<file path="src/rtl/fft_pkg.sv">
// Shared FFT types and constants: sizes, complex sample layout, unload FSM states
// and the index bit-reversal helper.
package fft_pkg;

    localparam int BIT_WIDTH = 16;
    localparam int N         = 9;
    localparam int POINTS    = 1 << N;

    typedef struct packed {
        logic signed [BIT_WIDTH-1:0] re;
        logic signed [BIT_WIDTH-1:0] im;
    } cplx_t;

    typedef enum logic [1:0] {
        IDLE   = 2'd0,
        STREAM = 2'd1,
        DRAIN  = 2'd2
    } state_t;

    function automatic logic [N-1:0] bitrev(input logic [N-1:0] a);
        logic [N-1:0] r;
        r = {N{1'b0}};
        for (int i = 0; i < N; i++) begin
            r[i] = a[N-1-i];
        end
        return r;
    endfunction

endpackage

</file>
<file path="src/rtl/fft_skid_fifo.sv">
// Two-entry FIFO whose head lives directly in a register, so consumers see flop outputs.
module fft_skid_fifo #(
    parameter int W = 8
) (
    input  logic         clk,
    input  logic         reset,
    input  logic         i_push,
    input  logic [W-1:0] i_din,
    output logic         o_full,
    input  logic         i_pop,
    output logic [W-1:0] o_head,
    output logic         o_empty,
    output logic [1:0]   o_count
);

    logic [W-1:0] r_head;
    logic [W-1:0] r_tail;
    logic [1:0]   r_count;
    logic         w_push;
    logic         w_pop;

    // Qualify requests so a pop on empty or a push on a non-draining full FIFO is ignored.
    always_comb begin
        w_pop  = i_pop & (r_count != 2'd0);
        w_push = i_push & ((r_count != 2'd2) | w_pop);
    end

    // Storage update: head is always the oldest entry, tail holds the second one.
    always_ff @(posedge clk or negedge reset) begin
        if (!reset) begin
            r_head  <= {W{1'b0}};
            r_tail  <= {W{1'b0}};
            r_count <= 2'd0;
        end else begin
            case ({w_push, w_pop})
                2'b10: begin
                    if (r_count == 2'd0) begin
                        r_head <= i_din;
                    end else begin
                        r_tail <= i_din;
                    end
                    r_count <= r_count + 2'd1;
                end
                2'b01: begin
                    r_head  <= r_tail;
                    r_count <= r_count - 2'd1;
                end
                2'b11: begin
                    if (r_count == 2'd2) begin
                        r_head <= r_tail;
                        r_tail <= i_din;
                    end else begin
                        r_head <= i_din;
                    end
                end
                default: begin
                    r_count <= r_count;
                end
            endcase
        end
    end

    assign o_head  = r_head;
    assign o_empty = (r_count == 2'd0);
    assign o_full  = (r_count == 2'd2);
    assign o_count = r_count;

endmodule

</file>
<file path="src/rtl/fft_unload.sv">
// Streams a finished FFT frame out of the result RAM in natural bin order over valid/ready,
// hiding the RAM's one-cycle read latency behind a two-entry skid FIFO.
module fft_unload #(
    parameter int BIT_WIDTH = fft_pkg::BIT_WIDTH,
    parameter int N         = fft_pkg::N,
    parameter int BITREV    = 0
) (
    input  logic                   clk,
    input  logic                   reset,
    input  logic                   fft_done,
    output logic [N-1:0]           rd_addr,
    output logic                   rd_en,
    output logic                   rd_sel,
    input  logic [2*BIT_WIDTH-1:0] rd_data0,
    input  logic [2*BIT_WIDTH-1:0] rd_data1,
    output logic [2*BIT_WIDTH-1:0] out_data,
    output logic [N-1:0]           out_index,
    output logic                   out_valid,
    input  logic                   out_ready,
    output logic                   out_last,
    output logic                   busy,
    output logic                   unload_done
);
    import fft_pkg::*;

    localparam int   W        = 2*BIT_WIDTH + N + 1;
    // The last butterfly level writes bank 1 when N-1 is even, bank 0 otherwise.
    localparam logic RES_BANK = (((N - 1) % 2) == 0) ? 1'b1 : 1'b0;

    state_t         r_state;
    logic [N-1:0]   r_k;
    logic [N-1:0]   r_k_d;
    logic           r_armed;
    logic           r_inflight;
    logic           r_busy;
    logic           r_done;
    logic           w_rd_en;
    logic           w_pop;
    logic           w_empty;
    logic           w_full;
    logic [1:0]     w_count;
    logic [1:0]     w_credit;
    logic [W-1:0]   w_din;
    logic [W-1:0]   w_head;
    cplx_t          w_word;

    // Read credit: queued words plus the word still in the RAM pipe, less a same-cycle pop.
    always_comb begin
        w_pop    = ~w_empty & out_ready;
        w_credit = w_count + {1'b0, r_inflight} - {1'b0, w_pop};
        if ((r_state == STREAM) && (w_credit < 2'd2) && !(w_full && !w_pop)) begin
            w_rd_en = 1'b1;
        end else begin
            w_rd_en = 1'b0;
        end
    end

    assign w_word = rd_sel ? rd_data1 : rd_data0;
    assign w_din  = {w_word, r_k_d, (r_k_d == {N{1'b1}})};

    fft_skid_fifo #(
        .W (W)
    ) u_fifo (
        .clk     (clk),
        .reset   (reset),
        .i_push  (r_inflight),
        .i_din   (w_din),
        .o_full  (w_full),
        .i_pop   (w_pop),
        .o_head  (w_head),
        .o_empty (w_empty),
        .o_count (w_count)
    );

    // Frame sequencer: start on an armed fft_done, walk k, wait out the final beat.
    always_ff @(posedge clk or negedge reset) begin
        if (!reset) begin
            r_state    <= IDLE;
            r_armed    <= 1'b1;
            r_k        <= {N{1'b0}};
            r_k_d      <= {N{1'b0}};
            r_inflight <= 1'b0;
            r_busy     <= 1'b0;
            r_done     <= 1'b0;
        end else begin
            r_inflight <= w_rd_en;
            r_done     <= 1'b0;
            if (w_rd_en) begin
                r_k_d <= r_k;
            end
            if (!fft_done) begin
                r_armed <= 1'b1;
            end
            case (r_state)
                IDLE: begin
                    if (fft_done && r_armed) begin
                        r_state <= STREAM;
                        r_armed <= 1'b0;
                        r_busy  <= 1'b1;
                        r_k     <= {N{1'b0}};
                    end
                end
                STREAM: begin
                    if (w_rd_en) begin
                        if (r_k == {N{1'b1}}) begin
                            r_state <= DRAIN;
                            r_k     <= {N{1'b0}};
                        end else begin
                            r_k <= r_k + N'(1);
                        end
                    end
                end
                DRAIN: begin
                    if (w_pop && w_head[0]) begin
                        r_state <= IDLE;
                        r_busy  <= 1'b0;
                        r_done  <= 1'b1;
                    end
                end
                default: begin
                    r_state <= IDLE;
                end
            endcase
        end
    end

    assign rd_en       = w_rd_en;
    assign rd_addr     = (BITREV != 0) ? bitrev(r_k) : r_k;
    assign rd_sel      = RES_BANK;
    assign out_valid   = ~w_empty;
    assign out_data    = w_head[W-1 -: 2*BIT_WIDTH];
    assign out_index   = w_head[N:1];
    assign out_last    = w_head[0];
    assign busy        = r_busy;
    assign unload_done = r_done;

endmodule

</file>
<file path="config.mk">
export PLATFORM = sky130hd
export DESIGN_NAME = fft_unload
export DESIGN_NICKNAME = d
export VERILOG_FILES = /design/src/rtl/fft_pkg.sv /design/src/rtl/fft_skid_fifo.sv /design/src/rtl/fft_unload.sv
export SDC_FILE = /design/constraint.sdc
export NUM_CORES = 1
export LEC_CHECK = 0
export BUFFER_PORTS_ARGS = -buffer_cell sky130_fd_sc_hd__clkbuf_2
export CORE_ASPECT_RATIO = 0.9
export CORE_MARGIN = 2
export CORE_UTILIZATION = 30
export DETAILED_ROUTE_END_ITERATION = 10
export HOLD_SLACK_MARGIN = 0.1
export PLACE_DENSITY = 0.58
export SYNTH_ARGS = -nofsm -noshare
export SYNTH_HDL_FRONTEND = slang
export SYNTH_SLANG_ARGS = --single-unit
</file>
<file path="constraint.sdc">
create_clock -name clk -period 2.4 [get_ports clk]
set_clock_uncertainty 0.05 [all_clocks]
set_input_delay 0.48 -clock clk [delete_from_list [all_inputs] [get_ports clk]]
set_output_delay 0.48 -clock clk [all_outputs]
set_load 0.1 [all_outputs]
</file>
==> metrics.md, run 1 <==
| Metric | Value |
|---|---|
| Outcome | `complete, but fails checks` |
| Failing checks | `negative setup slack` |
| Grt ovf | `0` |
| Minimum clock period | `2.458 ns` |
| Number of max-slew violations in the final report | `0` |
| Most common cell after layout, fill and taps aside | `dfrtp_1` |
| Vias in the first global route | `3500` |
| Seq/Total Area, Yosys | `between 50% and 60%` |
| Finish-stage setup viols | `1` |
| Max Freq | `around 410 MHz` |
| Vias | `3392` |
| Worst min path class | `input port to flip-flop` |
| FF-to-FF Start | `u_fifo.o_count[0]` |
| Syn-to-layout area delta | `22.70%` |
| CP max-delay cell | `dfrtp_2` |
| Netlist cell types | `46` |
| Slew margin rel. | `roughly half` |
| Core Area | `approximately 0.016 mm^2` |
| Number of port buffers | `90` |
| Die height | `approximately 120 um` |
| Hold Path Depth | `2` |
| CTS max path bufs | `2` |
| Vias per cell | `between 4 and 5` |
| WS Path Type | `flip-flop to output pin` |
| 1st-pass router iterations | `4` |
| Cells after synthesis | `382` |
| Worst Hold End | `r_armed` |
| CTS sink cnt | `between 100 and 150` |
| Mapped Area | `slightly below 0.005 mm^2` |
| Share of layout cells above drive strength 1 | `about 30%` |
| Routed len/inst | `roughly 15 um` |
| Final Hold Viols | `0` |
| Crit path DAT | `slightly below 2 ns` |
| Fillers | `around 1500` |
| Critical Path End Type | `output pin` |
| Initial antenna violation count | `0` |
| Die Wd | `approximately 140 um` |
| Initial detailed-routing violation count | `approximately 150` |
| Crit-path max FO | `2` |
| Initial core utilization | `between 30 and 40%` |
| TritonCTS clock tree | `done` |
| Dpl cell area | `about 0.0056 mm^2` |
| Worst reg2reg path depth | `7` |
| Area leader, netlist | `dfrtp_1` |
| Yosys reg bits | `110` |
| First-pass GRT wire length | `around 18000 um` |
| Worst-skew pair later-pin latency | `0.35 ns` |
| Total Wirelength | `about 11000 um` |
| Synth warnings | `0` |
| Count of standard-cell rows | `43` |
| # diodes | `0` |
| Root Buffer | `clkbuf_16` |
| Min-Delay Startpoint | `fft_done` |
| GR Util All Layers | `13.51%` |
| Global placement routability congestion | `roughly 0.83` |
| Reg2reg end | `rd_addr[7]` |
| Most frequent cells in the layout | `dfrtp_1, clkbuf_2, mux2_1` |
| CP cell instances | `o21a_1, ha_1, and2b_4, xnor2_4, nand2_4, clkinv_4, buf_12` |
| Worst-Margin Slew | `roughly 0.74 ns` |
| H-tree levels | `3` |
| Post-DP HPWL | `7387 um` |
| CTS buffer count | `9` |
| Worst EP required | `1.87 ns` |
| Top cell type's share of synthesized area | `between 50% and 60%` |
| Die area | `between 0.015 and 0.02 mm^2` |
| Mean post-synth cell area | `about 13 um^2` |
| Clock transition at the registers of the reported paths | `about 0.070 ns` |
| CP max stage delay | `approximately 0.41 ns` |
| Unrepaired setup endpoints after global routing | `yes` |
| Largest net degree at the start of global routing | `between 60 and 70` |
| Final Cycle Share | `102.4%` |
| Top cells by area, synth | `dfrtp_1, mux2_1, a22o_1, a21o_1, o21ai_1` |
| DRC Markers | `0` |
| Max cap viols | `0` |
| # IOs | `roughly 120` |
| Syn_nets | `453` |
| Post-route cell area | `about 0.0059 mm^2` |
| Setup crit start kind | `flip-flop` |
| Final net count | `between 500 and 600` |
| Antenna-violating nets left | `0` |
| R2R setup slack | `approximately 0.16 ns` |
| PnR worst setup slack | `-0.05787 ns` |
timing repair:
item,in CTS,in global routing
resized for setup,2,2
buffers inserted,5,0
pin swaps,1,0
hold buffers,1,0
hold endpoints to repair,14,0
endpoints found under the setup margin,1,2
through the flow:
step | util, % | std cells | setup slack [ns] | hold slack [ns] | setup TNS [ns]
after floorplan | - | 382 | -0.002567 | 0.1344 | -0.002567
after global placement | 35.82 | 668 | 0.1181 | 0.3086 | 0
after detailed placement | 35.82 | 668 | 0.1075 | 0.3209 | 0
after CTS | 37.93 | 690 | -0.1094 | 0.2116 | -0.1094
after global routing | 37.93 | 690 | -0.1582 | 0.2094 | -0.1582
final | 37.93 | 690 | -0.05787 | 0.2333 | -0.05787
registers in the layout, indices dropped and copies added, names as in the netlist:
signal,flops
busy,1
u_fifo.r_tail,42
r_k_d,9
r_inflight,1
r_armed,1
r_state,2
unload_done,1
u_fifo.o_count,2
rd_addr,9
u_fifo.o_head,42
layer usage:
layer,track usage [%],vias up,wire (um)
li1,-,1581,-
met1,17.13,1719,4724
met2,22.29,80,5334
met3,3.460,12,454
met4,5.026,0,141
met5,0,-,0
worst max-delay path, delay by kind of cell, from the launching register on:
kind	cells	cell delay (ns)
flip-flops	1	0.41
buffers and inverters	2	0.22
XOR/XNOR	1	0.13
AND/OR/NAND/NOR	2	0.36
AO/OA/AOI/OAI	1	0.19
adder cells (fa/ha/maj)	1	0.27
cells in the mapped netlist (all sizes together):
master  instances
nor2b           3
a21o           29
nand2          26
o21a            2
a22oi           1
buf            20
clkbuf          1
ha              3
mux2i          14
nand4           5
a22o           28
xor2            2
a32o            1
dfrtp         109
nor3            2
or4             2
nor3b           2
or4b            1
or2             1
mux2           47
xnor2           1
nor4            1
a21oi           4
nand3           9
dfstp           1
and2b           1
o211ai          5
nand3b          2
inv            13
conb            1
nor2           11
o21ai          31
nand2b          1
o221ai          1
o311ai          1
how the worst max path moves through the flow:
stage / startpoint / end / slack, ns / depth (start not counted)
after CTS: u_fifo.o_count[0] / rd_en / -0.11 / 7
after global routing: u_fifo.o_count[0] / rd_en / -0.16 / 7
after floorplan: rd_addr[3] / rd_addr[8] / -0.003 / 6
final: u_fifo.o_count[0] / rd_en / -0.06 / 7
after detailed placement: out_ready / rd_en / 0.11 / 8
after global placement: out_ready / rd_en / 0.12 / 8
layout make-up:
cell class	instances	area, um^2	share of cell area [%]
Clock buffer	11	242.7	4.116
Clock inverter	5	35.03	0.5941
Tap cell	202	252.7	4.286
Inverter	13	53.80	0.9124
Timing Repair Buffer	111	653.1	11.08
Sequential cell	110	2758	46.76
Multi-Input combinational cell	238	1902	32.25
kinds of logic (layout without fill, tap and decap cells):
kind of cell / after synthesis / after routing / synth area share (%)
flops: 110 / 110 / 57.30
compound gates: 103 / 103 / 15.39
simple gates: 67 / 67 / 7.186
mux: 61 / 61 / 14.16
buf+inv: 34 / 140 / 3.619
fa+ha+maj: 3 / 3 / 0.7811
xor+xnor: 3 / 3 / 1.484
other cells: 1 / 1 / 0.07803
Power of run 1 is not shown: default switching activity piles up to over one toggle a cycle in this logic, so the estimate is an artifact.
==> inputs of run 2 (changes only) <==
--- a/config.mk
+++ b/config.mk
@@ -12,6 +12,7 @@
 export DETAILED_ROUTE_END_ITERATION = 10
 export HOLD_SLACK_MARGIN = 0.1
 export PLACE_DENSITY = 0.58
+export SETUP_SLACK_MARGIN = 0.1
 export SYNTH_ARGS = -nofsm -noshare
 export SYNTH_HDL_FRONTEND = slang
 export SYNTH_SLANG_ARGS = --single-unit
==> run 2 against run 1 <==
- the run still ends with negative setup slack left
- sequential share of layout area down 0.23 points
- global-route usage down 0.31 points
- design area up 0.59%
- wire length up 0.49%
- utilization up 0.23 points
- count of clock-buffer cells in the layout up 1
==> metrics.md, run 2 (same netlist as run 1, synthesis figures left out) <==
| Metric | Value |
|---|---|
| Routed len/inst | `15.41 um (-0.23%)` |
| R2R setup slack | `0.18 ns (+0.02 ns)` |
| Vias | `3390 (-0.059%)` |
| Die Wd | `137.4 um (unchanged)` |
| FF-to-FF Start | `u_fifo.o_count[0]` |
| Slew margin rel. | `50.10% (-0.26 points)` |
| Max cap viols | `0 (unchanged)` |
| Final Hold Viols | `0 (unchanged)` |
| Core Area | `0.01555 mm^2 (unchanged)` |
| Most frequent cells in the layout | `dfrtp_1, clkbuf_2, mux2_1` |
| Post-layout util | `38.15% (+0.23 points)` |
| GR Util All Layers | `13.20% (-0.31 points)` |
| Largest net degree at the start of global routing | `66 (+4.8%)` |
| Worst Hold End | `r_armed` |
| Root Buffer | `clkbuf_16` |
| Syn-to-layout area delta | `23.43%` |
| Share of layout cells above drive strength 1 | `31.24% (+1.3 points)` |
| # IOs | `124 (unchanged)` |
| DRC Markers | `0 (unchanged)` |
| Total Wirelength | `10710 um (+0.49%)` |
| CP bufs+invs | `2 (unchanged)` |
| Worst EP required | `1.87 ns (about the same)` |
| Critical Path End Type | `output pin` |
| Worst reg2reg path depth | `7 (unchanged)` |
| Max Freq | `402.0 MHz (-1.2%)` |
| Dpl cell area | `0.005583 mm^2 (+0.25%)` |
| CP cell instances | `o21a_1, ha_4, and2b_4, xnor2_4, nand2_4, inv_12, buf_12` |
| Number of max-slew violations in the final report | `0 (unchanged)` |
| Setup crit start kind | `flip-flop` |
| Count of standard-cell rows | `43 (unchanged)` |
| Most common cell after layout, fill and taps aside | `dfrtp_1` |
| Number of port buffers | `90 (unchanged)` |
| Die area | `0.01705 mm^2 (unchanged)` |
| Reg2reg end | `rd_addr[7]` |
| Outcome | `complete, but fails checks` |
| First-pass GRT wire length | `17220 um (-3.0%)` |
| Min-Delay Startpoint | `fft_done` |
| TritonCTS clock tree | `done` |
| Finish-stage setup viols | `1 (unchanged)` |
| Hold Path Depth | `2 (unchanged)` |
| Crit path DAT | `1.96 ns (+0.03 ns)` |
| Grt ovf | `0 (unchanged)` |
| CP max stage delay | `0.42 ns (about the same)` |
| Worst-Margin Slew | `0.7467 ns (+0.003870 ns)` |
| Initial core utilization | `30.91% (unchanged)` |
| Clock transition at the registers of the reported paths | `0.07 ns (about the same)` |
| Failing checks | `negative setup slack` |
| Initial detailed-routing violation count | `172 (+12%)` |
| PnR worst setup slack | `-0.08752 ns (-0.02966 ns)` |
| Initial antenna violation count | `0 (unchanged)` |
| Final Cycle Share | `103.6% (+1.2 points)` |
| CP max-delay cell | `dfrtp_2` |
| Post-DP HPWL | `7471 um (+1.1%)` |
| Vias per cell | `4.878 (-0.78%)` |
| 1st-pass router iterations | `5 (+1)` |
| Minimum clock period | `2.488 ns (+0.02966 ns)` |
| Worst min path class | `input port to flip-flop` |
| WS Path Type | `flip-flop to output pin` |
| CTS max path bufs | `2 (unchanged)` |
| Crit-path max FO | `3 (+1)` |
| Antenna-violating nets left | `0 (unchanged)` |
| # diodes | `0 (unchanged)` |
| CTS buffer count | `9 (unchanged)` |
| Setup TNS | `-0.08752 ns (-0.02966 ns)` |
| Final net count | `559 (+0.90%)` |
| Vias in the first global route | `3314 (-5.3%)` |
| CP top delay family | `flip-flops` |
| Final Hold Slack | `0.2270 ns (-0.006257 ns)` |
| H-tree levels | `3 (unchanged)` |
| Post-route cell area | `0.005932 mm^2 (+0.59%)` |
| Unrepaired setup endpoints after global routing | `yes` |
| Die height | `124.1 um (unchanged)` |
| Global placement routability congestion | `0.7890 (-5.0%)` |
| CTS sink cnt | `110 (unchanged)` |
| Worst-skew pair later-pin latency | `0.34 ns (about the same)` |
[run 2: metal layers]
metal  routed length [um]  vias to the layer above  track usage (%)
met4                   65                        0            3.157
met2                 5050                       99            20.52
met5                    0                        -                0
li1                     -                     1586                -
met1                 4949                     1698            17.67
met3                  642                        7            4.640
[run 2: final cells by class]
type / instances / area, um^2
fillers: 1513 / 9617
flip-flops and latches: 110 / 2760
multi-input cells: 238 / 1917
repair buffers: 116 / 680.7
well taps: 202 / 252.7
clock buffers: 12 / 236.5
inverters: 13 / 61.31
clock inverters: 4 / 23.77
[run 2: worst register-to-register path, cell delays in order, from the launching register on]
cell	delay, ns
dfrtp_2	0.42
o21a_1	0.23
ha_4	0.27
and2b_4	0.20
buf_4	0.15
xor2_4	0.18
or4b_4	0.53
o221ai_2	0.13
[run 2: what timing repair did]
action / 4_1_cts / 5_1_grt
hold buffers: 1 / 0
endpoints found under the hold margin: 33 / 0
buffers inserted: 5 / 3
resized for setup: 2 / 4
pin swaps: 1 / 3
endpoints found under the setup margin: 1 / 3
[run 2: how the worst max path moves through the flow]
stage | from | to | slack [ns] | cells past startpoint
CTS | u_fifo.o_count[0] | rd_en | -0.14 | 7
finish | u_fifo.o_count[0] | rd_en | -0.09 | 7
floorplan | rd_addr[6] | rd_addr[8] | 0.10 | 6
detailed placement | out_ready | rd_en | 0.08 | 8
global route | u_fifo.o_count[0] | rd_en | -0.16 | 7
global placement | out_ready | rd_en | 0.11 | 8
[run 2: metrics by stage]
step                      std cells  setup WS [ns]
after floorplan                 382         0.1010
after global placement          670         0.1076
after detailed placement        670        0.08085
after CTS                       692        -0.1381
after global routing            695        -0.1581
final                           695       -0.08752
Power of run 2 is left out for the same reason.
==> inputs of run 3 (changes only) <==
--- a/config.mk
+++ b/config.mk
@@ -9,6 +9,7 @@
 export CORE_ASPECT_RATIO = 0.9
 export CORE_MARGIN = 2
 export CORE_UTILIZATION = 30
+export CTS_BUF_LIST = sky130_fd_sc_hd__clkbuf_8
 export DETAILED_ROUTE_END_ITERATION = 10
 export HOLD_SLACK_MARGIN = 0.1
 export PLACE_DENSITY = 0.58
==> run 3 against run 2 <==
- utilization decreased by 0.65 points
- maximum frequency is 1.8% lower
- first-iteration DRC count grew 15%
- sequential cell count is the same
- wire length up 0.79%
- sequential share of layout area is 0.81 points higher
- worst setup slack worse by 0.045 ns
- design area down 1.7%
- die area stayed put
- critical path depth is the same
- critical path type unchanged
- count of clock-buffer cells in the layout shrank 3
- non-clock buffer count is the same
- the flow still finishes with violations (negative setup slack)
==> metrics.md, run 3 (same netlist as run 1, synthesis figures left out) <==
| Metric | Value |
|---|---|
| Most common cell after layout, fill and taps aside | `dfrtp_1` |
| Crit path depth | `7 (unchanged)` |
| Area of the multi-input gates | `0.001917 mm^2 (unchanged)` |
| Core Area | `0.01555 mm^2 (unchanged)` |
| Setup TNS | `-0.1324 ns (-0.04490 ns)` |
| Outcome | `complete, but fails checks` |
| Worst-Margin Slew | `0.7706 ns (+0.02382 ns)` |
| PnR worst setup slack | `-0.1324 ns (-0.04490 ns)` |
| Global placement routability congestion | `0.7890 (unchanged)` |
| Vias | `3335 (-1.6%)` |
| 1st-pass router iterations | `4 (-1)` |
| Final Hold Viols | `0 (unchanged)` |
| Initial core utilization | `30.91% (unchanged)` |
| Post-DP HPWL | `7471 um (unchanged)` |
| Clock transition at the registers of the reported paths | `0.10 ns (+0.03 ns)` |
| Final net count | `559 (unchanged)` |
| CP top delay family | `flip-flops` |
| FF-to-FF Start | `u_fifo.o_count[0]` |
| Unrepaired setup endpoints after global routing | `yes` |
| Vias per cell | `4.799 (-1.6%)` |
| Worst min path class | `input port to flip-flop` |
| Slew margin rel. | `48.51% (-1.6 points)` |
| CP bufs+invs | `2 (unchanged)` |
| Failing checks | `negative setup slack` |
| # diodes | `0 (unchanged)` |
| Crit-path max FO | `3 (unchanged)` |
| Post-route cell area | `0.005831 mm^2 (-1.7%)` |
| Final Cycle Share | `105.5% (+1.9 points)` |
| Dpl ws | `0.08085 ns (unchanged)` |
| DRC Markers | `0 (unchanged)` |
| CP max stage delay | `0.43 ns (about the same)` |
| Worst EP required | `1.87 ns (about the same)` |
| Antenna-violating nets left | `0 (unchanged)` |
| R2R setup slack | `0.17 ns (about the same)` |
| GR Util All Layers | `13.17% (-0.026 points)` |
| # IOs | `124 (unchanged)` |
| Worst-skew pair later-pin latency | `0.38 ns (+0.04 ns)` |
| Number of max-slew violations in the final report | `0 (unchanged)` |
| Initial detailed-routing violation count | `198 (+15%)` |
| CTS sink cnt | `110 (unchanged)` |
| Post-layout util | `37.50% (-0.65 points)` |
| Share of layout cells above drive strength 1 | `31.24% (unchanged)` |
| Critical Path End Type | `output pin` |
| Syn-to-layout area delta | `21.32%` |
| Count of standard-cell rows | `43 (unchanged)` |
| Die height | `124.1 um (unchanged)` |
| Crit path DAT | `2.00 ns (+0.04 ns)` |
| CTS buffer count | `9 (unchanged)` |
| Total Wirelength | `10790 um (+0.79%)` |
| Worst reg2reg path depth | `7 (unchanged)` |
| Setup crit start kind | `flip-flop` |
| CP cell instances | `o21a_1, ha_4, and2b_4, xnor2_4, nand2_4, inv_12, buf_12` |
| WS Path Type | `flip-flop to output pin` |
| Critical Path Start | `u_fifo.o_count[0]` |
| CP max-delay cell | `dfrtp_2` |
| Number of port buffers | `90 (unchanged)` |
| Initial antenna violation count | `0 (unchanged)` |
| Reg2reg end | `rd_addr[7]` |
| First-pass GRT wire length | `17160 um (-0.36%)` |
| Max cap viols | `0 (unchanged)` |
| Setup crit end | `rd_en` |
| Most frequent cells in the layout | `dfrtp_1, clkbuf_2, mux2_1` |
| Largest net degree at the start of global routing | `66 (unchanged)` |
| Vias in the first global route | `3322 (+0.24%)` |
| CTS max path bufs | `2 (unchanged)` |
| Max Freq | `394.9 MHz (-1.8%)` |
| Die area | `0.01705 mm^2 (unchanged)` |
| Register area | `0.002760 mm^2 (unchanged)` |
| Routed len/inst | `15.53 um (+0.79%)` |
| Dpl cell area | `0.005583 mm^2 (unchanged)` |
| TritonCTS clock tree | `done` |
| H-tree levels | `3 (unchanged)` |
| Finish-stage setup viols | `1 (unchanged)` |
| Die Wd | `137.4 um (unchanged)` |
| Minimum clock period | `2.532 ns (+0.04490 ns)` |
| Fillers | `1524 (+0.73%)` |
| Root Buffer | `clkbuf_8` |
| Grt ovf | `0 (unchanged)` |
## run 3: what timing repair did
item                                    CTS  global route
gates resized for setup                   2             4
hold buffers                              1             0
buffers inserted                          5             3
hold endpoints to repair                 64             0
pin swaps                                 1             3
endpoints found under the setup margin    1             3
## run 3: worst min path at each step
stage                                  from                end  slack, ns  cells past startpoint
final                              fft_done            r_armed       0.19                      2
after global routing               fft_done            r_armed       0.16                      2
after CTS                          fft_done            r_armed       0.16                      2
after detailed placement  u_fifo.o_head[15]  u_fifo.o_head[15]       0.43                      2
after global placement    u_fifo.o_head[40]  u_fifo.o_head[40]       0.42                      2
after floorplan                       reset               busy       0.13                      0
## run 3: area by class of cell
class	count	share of cell area, %
Sequential cell	110	47.34
Multi-Input combinational cell	238	32.88
Timing Repair Buffer	116	11.67
Tap cell	202	4.335
Clock buffer	9	2.124
Inverter	13	1.052
Clock inverter	7	0.6009
## run 3: through the flow
stage,cells,hold WS [ns]
after detailed placement,670,0.4282
after CTS,692,0.1607
final,695,0.1878
after global placement,670,0.4161
after floorplan,382,0.1344
after global routing,695,0.1636
## run 3: per-layer routing
layer | vias up | global-route usage [%] | share of wire, %
met5 | - | 0 | 0
met4 | 0 | 3.737 | 0.82
met3 | 9 | 4.518 | 5.5
met2 | 76 | 20.46 | 47
met1 | 1675 | 17.49 | 47
li1 | 1575 | - | -
Power of run 3 is left out for the same reason.
